`config.mk`:
```
export PLATFORM = sky130hd
export DESIGN_NAME = mesh_term_tx_queue_flat
export DESIGN_NICKNAME = d
export VERILOG_FILES = /design/src/rtl/mesh_pkg.sv /design/src/rtl/mesh_term_tx_queue_if.sv /design/src/rtl/mesh_fwft_fifo.sv /design/src/rtl/mesh_term_tx_queue.sv /design/src/flat_wrapper.sv
export SDC_FILE = /design/constraint.sdc
export NUM_CORES = 1
export LEC_CHECK = 0
export CAP_MARGIN = 25
export CORE_MARGIN = 2
export CORE_UTILIZATION = 50
export DETAILED_ROUTE_END_ITERATION = 12
export PLACE_DENSITY = 0.75
export RECOVER_POWER = 25
export SETUP_SLACK_MARGIN = 0.4
export SYNTH_ARGS = -nofsm -noshare
export SYNTH_HDL_FRONTEND = slang
export SYNTH_SLANG_ARGS = --single-unit
```
`constraint.sdc`:
```
create_clock -name clk -period 5.9 [get_ports clk]
set_input_delay 1.18 -clock clk [delete_from_list [all_inputs] [get_ports clk]]
set_output_delay 1.18 -clock clk [all_outputs]
set_load 0.05 [all_outputs]
```
`src/rtl/mesh_pkg.sv`:
```
// Shared definitions for the mesh terminal transmit path.
//  - pkt_t: packet layout {nxt_jmp, row, col, mode, payload}, MSB first
//  - field offsets measured down from the packet MSB
//  - is_terminal_addr(): true when (row, col) names a border terminal
package mesh_pkg;

  localparam int unsigned PCKG_SZ      = 40;
  localparam int unsigned NXT_W        = 8;
  localparam int unsigned ROW_W        = 4;
  localparam int unsigned COL_W        = 4;
  localparam int unsigned HDR_W        = NXT_W + ROW_W + COL_W + 1;
  localparam int unsigned PAYLOAD_W    = PCKG_SZ - HDR_W;

  // Distance of each field's top bit below the packet MSB.
  localparam int unsigned NXT_MSB_OFS  = 0;
  localparam int unsigned ROW_MSB_OFS  = 8;
  localparam int unsigned COL_MSB_OFS  = 12;
  localparam int unsigned MODE_OFS     = 16;

  typedef struct packed {
    logic [NXT_W-1:0]     nxt_jmp;
    logic [ROW_W-1:0]     row;
    logic [COL_W-1:0]     col;
    logic                 mode;
    logic [PAYLOAD_W-1:0] payload;
  } pkt_t;

  // Border terminals sit on rows 0/ROWS+1 (columns 1..COLUMS) or on
  // columns 0/COLUMS+1 (rows 1..ROWS); corners are not terminals.
  function automatic logic is_terminal_addr(input logic [ROW_W-1:0] row,
                                            input logic [COL_W-1:0] col,
                                            input int unsigned      rows,
                                            input int unsigned      colums);
    int unsigned r;
    int unsigned c;
    r = {28'd0, row};
    c = {28'd0, col};
    return ((r == 0 || r == rows + 1) && c >= 1 && c <= colums) ||
           ((c == 0 || c == colums + 1) && r >= 1 && r <= rows);
  endfunction

endpackage

```
`src/rtl/mesh_term_tx_queue_if.sv`:
```
// Agent/mesh-facing bundle of mesh_term_tx_queue.
//  push, push_data      : packet offered by the terminal agent
//  full                 : queue holds fifo_depth entries
//  popin                : mesh consumes the head entry
//  data_out_i_in        : head packet (0 while empty)
//  pndng_i_in           : queue not empty
//  drop_cnt             : saturating count of bad-header packets
//  overflow, underflow  : sticky error flags
// slave = queue side, master = agent/mesh side.
interface mesh_term_tx_queue_if #(
  parameter int unsigned pckg_sz = 40
);
  logic               push;
  logic [pckg_sz-1:0] push_data;
  logic               full;
  logic               popin;
  logic [pckg_sz-1:0] data_out_i_in;
  logic               pndng_i_in;
  logic [15:0]        drop_cnt;
  logic               overflow;
  logic               underflow;

  modport slave (
    input  push, push_data, popin,
    output full, data_out_i_in, pndng_i_in, drop_cnt, overflow, underflow
  );

  modport master (
    output push, push_data, popin,
    input  full, data_out_i_in, pndng_i_in, drop_cnt, overflow, underflow
  );
endinterface

```
`src/rtl/mesh_fwft_fifo.sv`:
```
// First-word-fall-through FIFO: the head entry is visible on o_rd_data
// whenever o_empty is low. Depth need not be a power of two.
//  clk, reset (sync, active-high)
//  i_wr_en, i_wr_data : write (ignored while full)
//  i_rd_en            : advance head (ignored while empty)
//  o_rd_data          : head entry, 0 while empty
//  o_full, o_empty    : decoded from the registered count
module mesh_fwft_fifo #(
  parameter int unsigned WIDTH = 40,
  parameter int unsigned DEPTH = 4
) (
  input  logic             clk,
  input  logic             reset,
  input  logic             i_wr_en,
  input  logic [WIDTH-1:0] i_wr_data,
  input  logic             i_rd_en,
  output logic [WIDTH-1:0] o_rd_data,
  output logic             o_full,
  output logic             o_empty
);

  localparam int unsigned PTR_W = (DEPTH > 1) ? $clog2(DEPTH) : 1;
  localparam int unsigned CNT_W = $clog2(DEPTH + 1);

  logic [WIDTH-1:0] r_mem [DEPTH];
  logic [PTR_W-1:0] r_wr_ptr;
  logic [PTR_W-1:0] r_rd_ptr;
  logic [CNT_W-1:0] r_count;

  logic w_wr;
  logic w_rd;

  assign w_wr = i_wr_en & ~o_full;
  assign w_rd = i_rd_en & ~o_empty;

  function automatic logic [PTR_W-1:0] next_ptr(input logic [PTR_W-1:0] p);
    return (p == PTR_W'(DEPTH - 1)) ? '0 : p + PTR_W'(1);
  endfunction

  always_ff @(posedge clk) begin
    if (reset) begin
      r_wr_ptr <= '0;
      r_rd_ptr <= '0;
      r_count  <= '0;
    end else begin
      if (w_wr) r_wr_ptr <= next_ptr(r_wr_ptr);
      if (w_rd) r_rd_ptr <= next_ptr(r_rd_ptr);
      case ({w_wr, w_rd})
        2'b10:   r_count <= r_count + CNT_W'(1);
        2'b01:   r_count <= r_count - CNT_W'(1);
        default: r_count <= r_count;
      endcase
    end
  end

  // Storage carries no reset; stale contents are hidden by the count.
  always_ff @(posedge clk) begin
    if (!reset && w_wr) r_mem[r_wr_ptr] <= i_wr_data;
  end

  assign o_full    = (r_count == CNT_W'(DEPTH));
  assign o_empty   = (r_count == '0);
  assign o_rd_data = o_empty ? '0 : r_mem[r_rd_ptr];

endmodule

```
`src/rtl/mesh_term_tx_queue.sv`:
```
// Terminal-side transmit queue feeding one mesh router input.
// Checks the destination header of each agent packet, stores valid packets
// (with nxt_jmp cleared) in a FWFT FIFO, and presents the head to the mesh.
//  clk, reset : single clock, synchronous active-high reset
//  bus        : mesh_term_tx_queue_if.slave (push/push_data/full,
//               popin/data_out_i_in/pndng_i_in, drop_cnt, overflow, underflow)
module mesh_term_tx_queue
  import mesh_pkg::*;
#(
  parameter int unsigned pckg_sz    = 40,
  parameter int unsigned fifo_depth = 4,
  parameter int unsigned ROWS       = 4,
  parameter int unsigned COLUMS     = 4,
  parameter int unsigned MY_ROW     = 0,
  parameter int unsigned MY_COL     = 1
) (
  input logic                  clk,
  input logic                  reset,
  mesh_term_tx_queue_if.slave  bus
);

  localparam int unsigned ROW_HI  = pckg_sz - 1 - ROW_MSB_OFS;
  localparam int unsigned COL_HI  = pckg_sz - 1 - COL_MSB_OFS;
  localparam int unsigned MODE_B  = pckg_sz - 1 - MODE_OFS;
  localparam logic [pckg_sz-1:0] NXT_CLR = {{NXT_W{1'b0}}, {(pckg_sz-NXT_W){1'b1}}};

  logic [ROW_W-1:0]   w_row;
  logic [COL_W-1:0]   w_col;
  logic               w_mode;
  logic               w_hdr_ok;
  logic               w_full;
  logic               w_empty;
  logic               w_accept;
  logic               w_enq;
  logic               w_drop;
  logic [pckg_sz-1:0] w_store;

  logic [15:0]        r_drop_cnt;
  logic               r_overflow;
  logic               r_underflow;

  assign w_row  = bus.push_data[ROW_HI -: ROW_W];
  assign w_col  = bus.push_data[COL_HI -: COL_W];
  assign w_mode = bus.push_data[MODE_B];

  // Mode is a single bit, so its range check always holds.
  assign w_hdr_ok = is_terminal_addr(w_row, w_col, ROWS, COLUMS) &&
                    !((w_row == ROW_W'(MY_ROW)) && (w_col == COL_W'(MY_COL))) &&
                    ((w_mode == 1'b0) || (w_mode == 1'b1));

  // full is the registered state: a push while full is rejected even if a
  // pop frees a slot in the same cycle.
  assign w_accept = bus.push & ~w_full;
  assign w_enq    = w_accept &  w_hdr_ok;
  assign w_drop   = w_accept & ~w_hdr_ok;
  assign w_store  = bus.push_data & NXT_CLR;

  mesh_fwft_fifo #(
    .WIDTH (pckg_sz),
    .DEPTH (fifo_depth)
  ) u_fifo (
    .clk       (clk),
    .reset     (reset),
    .i_wr_en   (w_enq),
    .i_wr_data (w_store),
    .i_rd_en   (bus.popin),
    .o_rd_data (bus.data_out_i_in),
    .o_full    (w_full),
    .o_empty   (w_empty)
  );

  always_ff @(posedge clk) begin
    if (reset) begin
      r_drop_cnt  <= '0;
      r_overflow  <= 1'b0;
      r_underflow <= 1'b0;
    end else begin
      if (w_drop && r_drop_cnt != '1) r_drop_cnt <= r_drop_cnt + 16'd1;
      if (bus.push && w_full)         r_overflow  <= 1'b1;
      if (bus.popin && w_empty)       r_underflow <= 1'b1;
    end
  end

  assign bus.full       = w_full;
  assign bus.pndng_i_in = ~w_empty;
  assign bus.drop_cnt   = r_drop_cnt;
  assign bus.overflow   = r_overflow;
  assign bus.underflow  = r_underflow;

endmodule

```
`src/flat_wrapper.sv`:
```
// flat-port wrapper written by rule: the top's interface ports become plain ports
module mesh_term_tx_queue_flat import mesh_pkg::*;
#(
  parameter int unsigned pckg_sz    = 40,
  parameter int unsigned fifo_depth = 4,
  parameter int unsigned ROWS       = 4,
  parameter int unsigned COLUMS     = 4,
  parameter int unsigned MY_ROW     = 0,
  parameter int unsigned MY_COL     = 1
)
  (clk, reset, bus_push, bus_push_data, bus_popin, bus_full, bus_data_out_i_in, bus_pndng_i_in, bus_drop_cnt, bus_overflow, bus_underflow);
  mesh_term_tx_queue_if #(.pckg_sz(pckg_sz)) bus_i ();
  input logic clk;
  input logic reset;
  input wire logic [$bits(bus_i.push)-1:0] bus_push;
  input wire logic [$bits(bus_i.push_data)-1:0] bus_push_data;
  input wire logic [$bits(bus_i.popin)-1:0] bus_popin;
  output wire logic [$bits(bus_i.full)-1:0] bus_full;
  output wire logic [$bits(bus_i.data_out_i_in)-1:0] bus_data_out_i_in;
  output wire logic [$bits(bus_i.pndng_i_in)-1:0] bus_pndng_i_in;
  output wire logic [$bits(bus_i.drop_cnt)-1:0] bus_drop_cnt;
  output wire logic [$bits(bus_i.overflow)-1:0] bus_overflow;
  output wire logic [$bits(bus_i.underflow)-1:0] bus_underflow;
  assign bus_i.push = bus_push;
  assign bus_i.push_data = bus_push_data;
  assign bus_i.popin = bus_popin;
  assign bus_full = bus_i.full;
  assign bus_data_out_i_in = bus_i.data_out_i_in;
  assign bus_pndng_i_in = bus_i.pndng_i_in;
  assign bus_drop_cnt = bus_i.drop_cnt;
  assign bus_overflow = bus_i.overflow;
  assign bus_underflow = bus_i.underflow;
  mesh_term_tx_queue #(.pckg_sz(pckg_sz), .fifo_depth(fifo_depth), .ROWS(ROWS), .COLUMS(COLUMS), .MY_ROW(MY_ROW), .MY_COL(MY_COL)) u_core (.clk(clk), .reset(reset), .bus(bus_i));
endmodule
```
# [Word-level counts from Yosys, hierarchy flattened]
# Memory sizes are Yosys's and may differ from the RTL's. A register that Yosys moved wholly into a read port is not among the register bits.
# Index checks and enable logic that the tools add are counted.
# W data, S select, Z words.
[op_classes] muxes=8 addsub=5 n_bitwise=8 n_eq_ne=9 magnitude_cmp=4 reduce_logical=19
[op_table] operator="$mux W40" count=1
[op_table] operator="$add A16 B1 Y16 const B" count=1
[op_table] operator="$ne A16 B16 Y1 const B" count=1
[op_table] operator="$logic_and A1 B1 Y1" count=10
[op_table] operator="$eq A4 B3 Y1 const B" count=2
[op_table] operator="$ge A4 B1 Y1 const B" count=2
[op_table] operator="$le A4 B3 Y1 const B" count=2
[op_table] operator="$logic_not A4 Y1" count=2
[op_table] operator="$mux W2" count=4
[op_table] operator="$eq A2 B2 Y1 const B" count=3
[op_table] operator="$pmux W3 S2" count=1
[op_table] operator="$and A1 B1 Y1" count=5
[op_table] operator="$add A2 B1 Y2 const B" count=2
[op_table] operator="$eq A4 B1 Y1 const B" count=1
[op_table] operator="$add A3 B1 Y3 const B" count=1
[op_table] operator="$eq A3 B3 Y1 const B" count=1
[op_table] operator="$logic_not A3 Y1" count=1
[op_table] operator="$logic_or A1 B1 Y1" count=3
[op_table] operator="$not A1 Y1" count=3
[op_table] operator="$sub A3 B1 Y3 const B" count=1
[op_table] operator="$eq A2 B1 Y1 const B" count=1
[op_table] operator="$logic_not A1 Y1" count=2
[op_table] operator="$mux W1" count=2
[op_table] operator="$reduce_bool A2 Y1" count=1
[totals] out_inout_bits=60 ram_bits=128 n_memories=1 inputBits=44 elab_cells=60 regBits=25
[memory_table] name="u_core.u_fifo.r_mem" depth=4 width=32 rd=1 rd_ports_with_merged_regs=1 wr=1 line="mesh_fwft_fifo.sv:25" text="logic [WIDTH-1:0] r_mem [DEPTH];"

# [Logic depth before layout (Yosys ltp)]
[logic_depth] depth_word=11 mapped_depth=13 depth_no_buf=10

# [By module]
# Synthesis repeated with hierarchy kept, for this count alone.
[hier_totals] cells_unflattened=434 hier_area_um2=7551.0
[modules_own_cells] mod="mesh_fwft_fifo" seq_area_each_um2=4984.8 area_each_um2=6521.3 n_inst=1 cells_each=307
[modules_own_cells] mod="mesh_term_tx_queue" seq_area_each_um2=360.3 area_each_um2=1029.7 n_inst=1 cells_each=127

# [Least setup slack after synthesis]
# OpenSTA, ideal clock, no wires.
[synth_timing] kind="in2reg" from="in bus_push_data[24]" to="mem u_core.u_fifo.r_mem[3][0] (netlist name), enable pin" path_stages=5 required_ns=5.508 n_path_buf=0 setup_time_ns=0.392 path_slack_ns=2.324 arrival_ns=3.184 cell_sequence="or3b_1 > a2111oi_1 > o31ai_1 > nor3_1 > and2_1"
[synth_between] elab_chain_cells=11 word_cells_on_any_way=19 classes_between="order compare: 2; eq/ne: 2; mux: 2; bitwise: 2; reduce/logical: 11"
[synth_rtl] item="from (decl)" line="flat_wrapper.sv:16" text="input wire logic [$bits(bus_i.push_data)-1:0] bus_push_data;"
[synth_rtl] item="parallel branches: the longest is 5 deep, another holds $ge A4 B1 Y1"
[synth_rtl] item="$logic_and A1 B1 Y1 (*)" line="mesh_term_tx_queue.sv:47" text="assign w_hdr_ok = is_terminal_addr(w_row, w_col, ROWS, COLUMS) &&"
[synth_rtl] item="$and A1 B1 Y1 (*)" line="mesh_term_tx_queue.sv:54" text="assign w_enq = w_accept & w_hdr_ok;"
[synth_rtl] item="$and A1 B1 Y1 (*)" line="mesh_fwft_fifo.sv:33" text="assign w_wr = i_wr_en & ~o_full;"
[synth_rtl] item="$logic_and A1 B1 Y1 (*)" line="mesh_fwft_fifo.sv:58" text="if (!reset && w_wr) r_mem[r_wr_ptr] <= i_wr_data;"
[synth_rtl] item="$mux W1 (*)" line="mesh_fwft_fifo.sv:58"
[synth_rtl] item="$mux W1 (implied by the code) (*)" line="mesh_fwft_fifo.sv:58"
[synth_rtl] item="to (decl)" line="mesh_fwft_fifo.sv:25"
# Every way passes the cells marked *.

==> reports/metrics.cfg <==
[run_status]
status=complete, no violations

[synth]
synthSimpleGateAreaFrac=0.103
ys_seq_elements=155
synthDistinctLibCells=51
synth_fa_ha_area_frac=0.0167
synth_edf_count=128
netlist_area_um2=6460
ys_seq_area_frac=0.678
postSynthAreaPerCell_um2=16.6
muxShareOfSynthArea=0.124
synth_compound_area_frac=0.0445
async_reset_ff_frac=0
synth_area_leaders=edfxtp_1 (59%), mux4_2 (11%), dfxtp_1 (8.4%)
ys.flop_type=edfxtp_1
yosysTopAreaCellShare=0.595
synth_top_cell_by_area=edfxtp_1
synth_top_family_by_area=multiplexers
synth_xor_area_frac=0.00407
netlist_instances=389
ys_warn_count=0

[cells_and_area]
utilization=0.638
antenna_cells=0
final_nets=533
n_fill_cell=934
area_growth_pct=24.5
regArea_um2=4390
final_area_um2=8050
drive_gt1_frac=0.168
final_cells=666
multiInputGateArea_um2=1920

[placement]
dp_slack_ps=1410
place_area_um2=7440
placed_cells=633
hpwl_um=7320
gp_congestion=0.715
io_buffers=87

[power_and_ir_drop]
powerDensity_nw_per_um2=301
vdd_ir_drop_max_v=0.000199
cellLeakagePower_nw=2.57

[route]
wl_per_cell_um=18.0
drt-total-wl_um=12000
drtIter0Drc=272
firstDrtPassIters=6
dr_total_vias=3652
ant_nets=0
drc=0
via_per_inst=5.48

[cts]
clk_root_buffer_cell=clkbuf_16
cts_setup_buffers=0
cts_buffers=17
cts-resized-gates=0
cts_buffer_depth=2
clock_latency_ps=420
tritoncts=done
cts.sinks=155
htree_levels=4
path_clk_slew_ps=60
ctsHoldBuffers=0

[setup_path]
critical_path.max_fanout=19
end_kind=primary output
critPathArrivalTime_ps=3040
critPathRequiredTime_ps=4720
start_kind=register
crit_type=register to primary output

[global_routing]
antenna_found_initial=0
grt_usage=0.181
grt_pass1_wl_um=19000
grt_pass1_vias=3662
grt_overflow_total=0
grt_max_degree=35

[timing]
hold_violations=0
setup_tns_ps=0
rsz0062_at_grt=no
post-route-min-period_ps=4220
skew_ps=8.08
fin_ws_ps=1680
max_slew.worst_pin.slew_ps=901
setup_violations=0
relSlewSlack=0.399
period_share=0.716
finalMaxSlewViolations=0
fmax_mhz=237

[floorplan]
dieArea_um2=13800
start_util=0.512
die_w_um=118
ioPinCount=104
num_rows=41
die_h_um=118
coreArea_um2=12600

[hold_path]
hold_path_class=register to register

[flow_run]
maxCapViolCount=0

==> state kept, by name, indices dropped and copies added (netlist names), named ones only <==
signal / flops
u_core.bus.overflow: 1
u_core.u_fifo.r_rd_ptr: 2
u_core.u_fifo.r_mem: 128
u_core.bus.drop_cnt: 16
u_core.u_fifo.r_count: 3
u_core.u_fifo.r_wr_ptr: 2
u_core.bus.underflow: 1
==> per-layer routing <==
layer,routed length (um),global-route usage,part of all wire,vias up
met4,136,0.0610,0.011,0
met3,600,0.0591,0.050,14
li1,-,-,-,1696
met5,0,0,0,-
met2,5920,0.294,0.49,108
met1,5330,0.233,0.44,1834
==> final timing paths <==
path	start	cells after the start	slack (ps)	endpoint
worst min register to register	u_core.bus.underflow	2	470	u_core.bus.underflow
worst min-delay path	u_core.bus.underflow	2	470	u_core.bus.underflow
worst max register to register	u_core.u_fifo.r_count[2]	9	3290	u_core.u_fifo.r_count[2]
worst max-delay path	register	4	1680	bus_data_out_i_in[14]
==> Yosys cell counts, types with 2 or more instances <==
master      n
edfxtp_1  128
and2_1     37
mux4_2     32
dfxtp_1    27
a21oi_1    19
nor2_1     14
nand2_1    12
buf_4       8
o31ai_1     8
or4_1       8
clkbuf_1    7
ha_1        7
inv_1       7
or3_1       6
nor2b_1     5
buf_2       4
nand3_1     4
nand4_1     4
nor3_1      4
o21ai_0     4
buf_1       3
mux2_4      3
nor4b_1     3
o21ai_1     3
xor2_1      3
and4_1      2
mux2_2      2
nor3_2      2
==> logic make-up (layout without fill, tap and decap cells) <==
group,Yosys count,after routing
simple gates,109,109
other cells,1,8
compound gates,43,43
buf+inv,32,130
fa+ha+maj,8,8
flops,155,155
xor+xnor,3,3
mux,38,38
==> through the flow <==
stage	hold WS, ps	total power, mW
2_1_floorplan	467	1.33
3_3_place_gp	448	1.40
3_5_place_dp	461	1.40
4_1_cts	476	2.44
5_1_grt	500	2.50
6_report	471	2.42
==> placed cells by master, fill, tap and decap left out, types with 2 or more instances in the layout <==
cell type        Yosys  routed
nor4b_1              3       3
conb_1               1       8
and2_1              37      33
clkdlybuf4s50_1      0      66
nor3_2               2       2
dfxtp_2              0       2
clkinvlp_4           0       3
clkinv_4             0       4
xor2_1               3       3
inv_6                0       2
nand2_1             12      12
and2_2               0       4
o21ai_0              4       4
o21ai_1              3       3
nor3_1               4       4
bufinv_16            0       2
or4_1                8       8
a21oi_1             19      19
clkinv_1             0       2
nand4_1              4       4
ha_1                 7       7
mux2_4               3       3
mux2_2               2       2
o31ai_1              8       8
inv_1                7       7
buf_4                8       3
dfxtp_1             27      25
nor2_1              14      14
mux4_2              32      32
edfxtp_1           128     128
or3_1                6       6
dlygate4sd3_1        0      21
clkbuf_16            0      17
and4_1               2       2
nand3_1              4       4
nor2b_1              5       5
==> report_power, final <==
| part | leakage (nW) | internal [mW] | switching (mW) | total (mW) |
|---|---|---|---|---|
| clock | 0.272 | 0.623 | 0.422 | 1.04 |
| sequential | 1.37 | 1.19 | 0.00805 | 1.20 |
| combinational | 0.931 | 0.0714 | 0.111 | 0.183 |
==> worst max-delay path, stage by stage, from the launching register on <==
cell and delay (ps):
dfxtp_2 780, buf_4 410, mux4_2 530, and2_1 190
clkdlybuf4s50_1 700
==> cell type report <==
class,count,area share
clock buffer,18,0.0533
clock inverter,14,0.0184
multi-input combinational,209,0.239
sequential,155,0.545
tap,172,0.0267
inverter,7,0.00327
timing repair buffer,91,0.114
(Power assumes the default switching activity.)
==> RTL change: new RTL, same settings <==
`pckg_sz` is set to 40 in 3 places; all go to 20.
--- a/src/rtl/mesh_term_tx_queue_if.sv
+++ b/src/rtl/mesh_term_tx_queue_if.sv
@@ -9,5 +9,5 @@
 // slave = queue side, master = agent/mesh side.
 interface mesh_term_tx_queue_if #(
-  parameter int unsigned pckg_sz = 40
+  parameter int unsigned pckg_sz = 20
 );
   logic               push;
--- a/src/rtl/mesh_term_tx_queue.sv
+++ b/src/rtl/mesh_term_tx_queue.sv
@@ -8,5 +8,5 @@
   import mesh_pkg::*;
 #(
-  parameter int unsigned pckg_sz    = 40,
+  parameter int unsigned pckg_sz    = 20,
   parameter int unsigned fifo_depth = 4,
   parameter int unsigned ROWS       = 4,
--- a/src/flat_wrapper.sv
+++ b/src/flat_wrapper.sv
@@ -2,5 +2,5 @@
 module mesh_term_tx_queue_flat import mesh_pkg::*;
 #(
-  parameter int unsigned pckg_sz    = 40,
+  parameter int unsigned pckg_sz    = 20,
   parameter int unsigned fifo_depth = 4,
   parameter int unsigned ROWS       = 4,
Ports: changed (resized bus_data_out_i_in and bus_push_data); port bits go from 104 to 64. The function was not compared with the original's and may differ.
==> RTL change against the original RTL <==
Synthesized area down 47%; combinational power is 45% lower; count of clock-buffer cells in the layout fell by 8; setup slack better by 0.074 ns; clock power down 62%; wire length shrank 47%; die area shrank 46%; register-to-register slack gained 0.02 ns; sequential cell count is 80 lower; total power fell by 56%; final area down 48%; clock skew increased by 0.00085 ns; sequential share of layout area down 6.8 points; utilization shrank 2.0 points; largest cell class unchanged.
==> RTL change: results <==
metrics = {
    "cells_and_area": {
        "nMultiInputCombCells": 166,
        "seq_area_share_pct": 47.8,
        "multi_input_area_share_pct": 31.6,
        "clockNetworkAreaShare_pct": 4.82,
        "buffer_area_share_pct": 12.6,
        "instances_no_fill": 399,
        "drive_above_1_share_pct": 13.5,
        "nets": 346,
        "num-clock-buffers": 10,
        "largest_reg_flops": 48,
    },
    "timing": {
        "hold_ws_ns": 0.474,
        "finalCritPeriodShare_pct": 70.3,
        "slew_headroom_pct": 45.9,
    },
    "power": {
        "switching_power_mw": 0.264,
        "pg_seq_mw": 0.567,
        "p_clk_share_pct": 37.0,
        "ir_drop_mv": 0.142,
    },
    "critical_path": {
        "r2r_cells": 11,
        "crit_arrival_ns": 4.42,
        "ff2ff_setup_slack_ns": 3.31,
        "worstPathMaxFanout": 32,
    },
    "clock_network": {
        "cts.sinks": 75,
        "clk_pin_slew_worst_paths_ns": 0.08,
    },
    "place": {
        "dp_slack_ns": 1.46,
        "gp_congestion": 0.790,
        "port_buffers": 47,
        "placedCellCount": 383,
    },
    "route": {
        "vias_per_cell": 5.71,
        "detail_route.iter0.violations": 138,
        "dr.pass1.iters": 4,
        "wl_um": 6390,
    },
    "global_routing": {
        "grt_max_degree": 33,
        "grt_pass1_vias": 2204,
        "grt_usage_pct": 18.2,
        "grt_pass1_wl_um": 10600,
    },
    "outcome": {
        "outcome": "completed",
    },
    "logic_synthesis": {
        "synth_cell_types": 45,
        "synth_adder_area_share_pct": 3.14,
        "muxShareOfSynthArea_pct": 9.24,
        "synthTopCellsByCount": "edfxtp_1 (48), dfxtp_1 (27), a21oi_1 (19)",
        "ys_top_cells_by_area": "edfxtp_1 (42%), dfxtp_1 (16%), mux4_2 (7.9%), o31ai_1 (3.1%), a21oi_1 (2.8%)",
    },
    "floorplanning": {
        "dieArea_um2": 7530,
    },
}
RTL change: cell count changes after synthesis, moves of 4 or more:
cell	change
and2_1	-25
edfxtp_1	-80
mux4_2	-20
nand2_1	-5
nor3b_2	+4
o31ai_1	+6
or4_1	+4
RTL change: critical path: stages:
cell	delay [ns]
dlygate4sd3_1	0.72
or3b_1	0.43
a2111oi_2	0.36
o31a_2	0.18
buf_4	0.28
and2_4	0.23
inv_4	0.05
ha_1	0.22
inv_1	0.07
fa_1	0.17
xor2_1	0.08
or3_1	0.31
a21oi_1	0.14
RTL change: routing by layer:
layer  part of all wire [%]  track usage, %  vias up  wire length, um
li1                       -               -     1102                -
met1                     44            23.5     1109             2840
met2                     50            30.3       61             3170
met3                    4.7            4.48        7              302
met4                    1.2            5.97        0               75
met5                      0               0        -                0
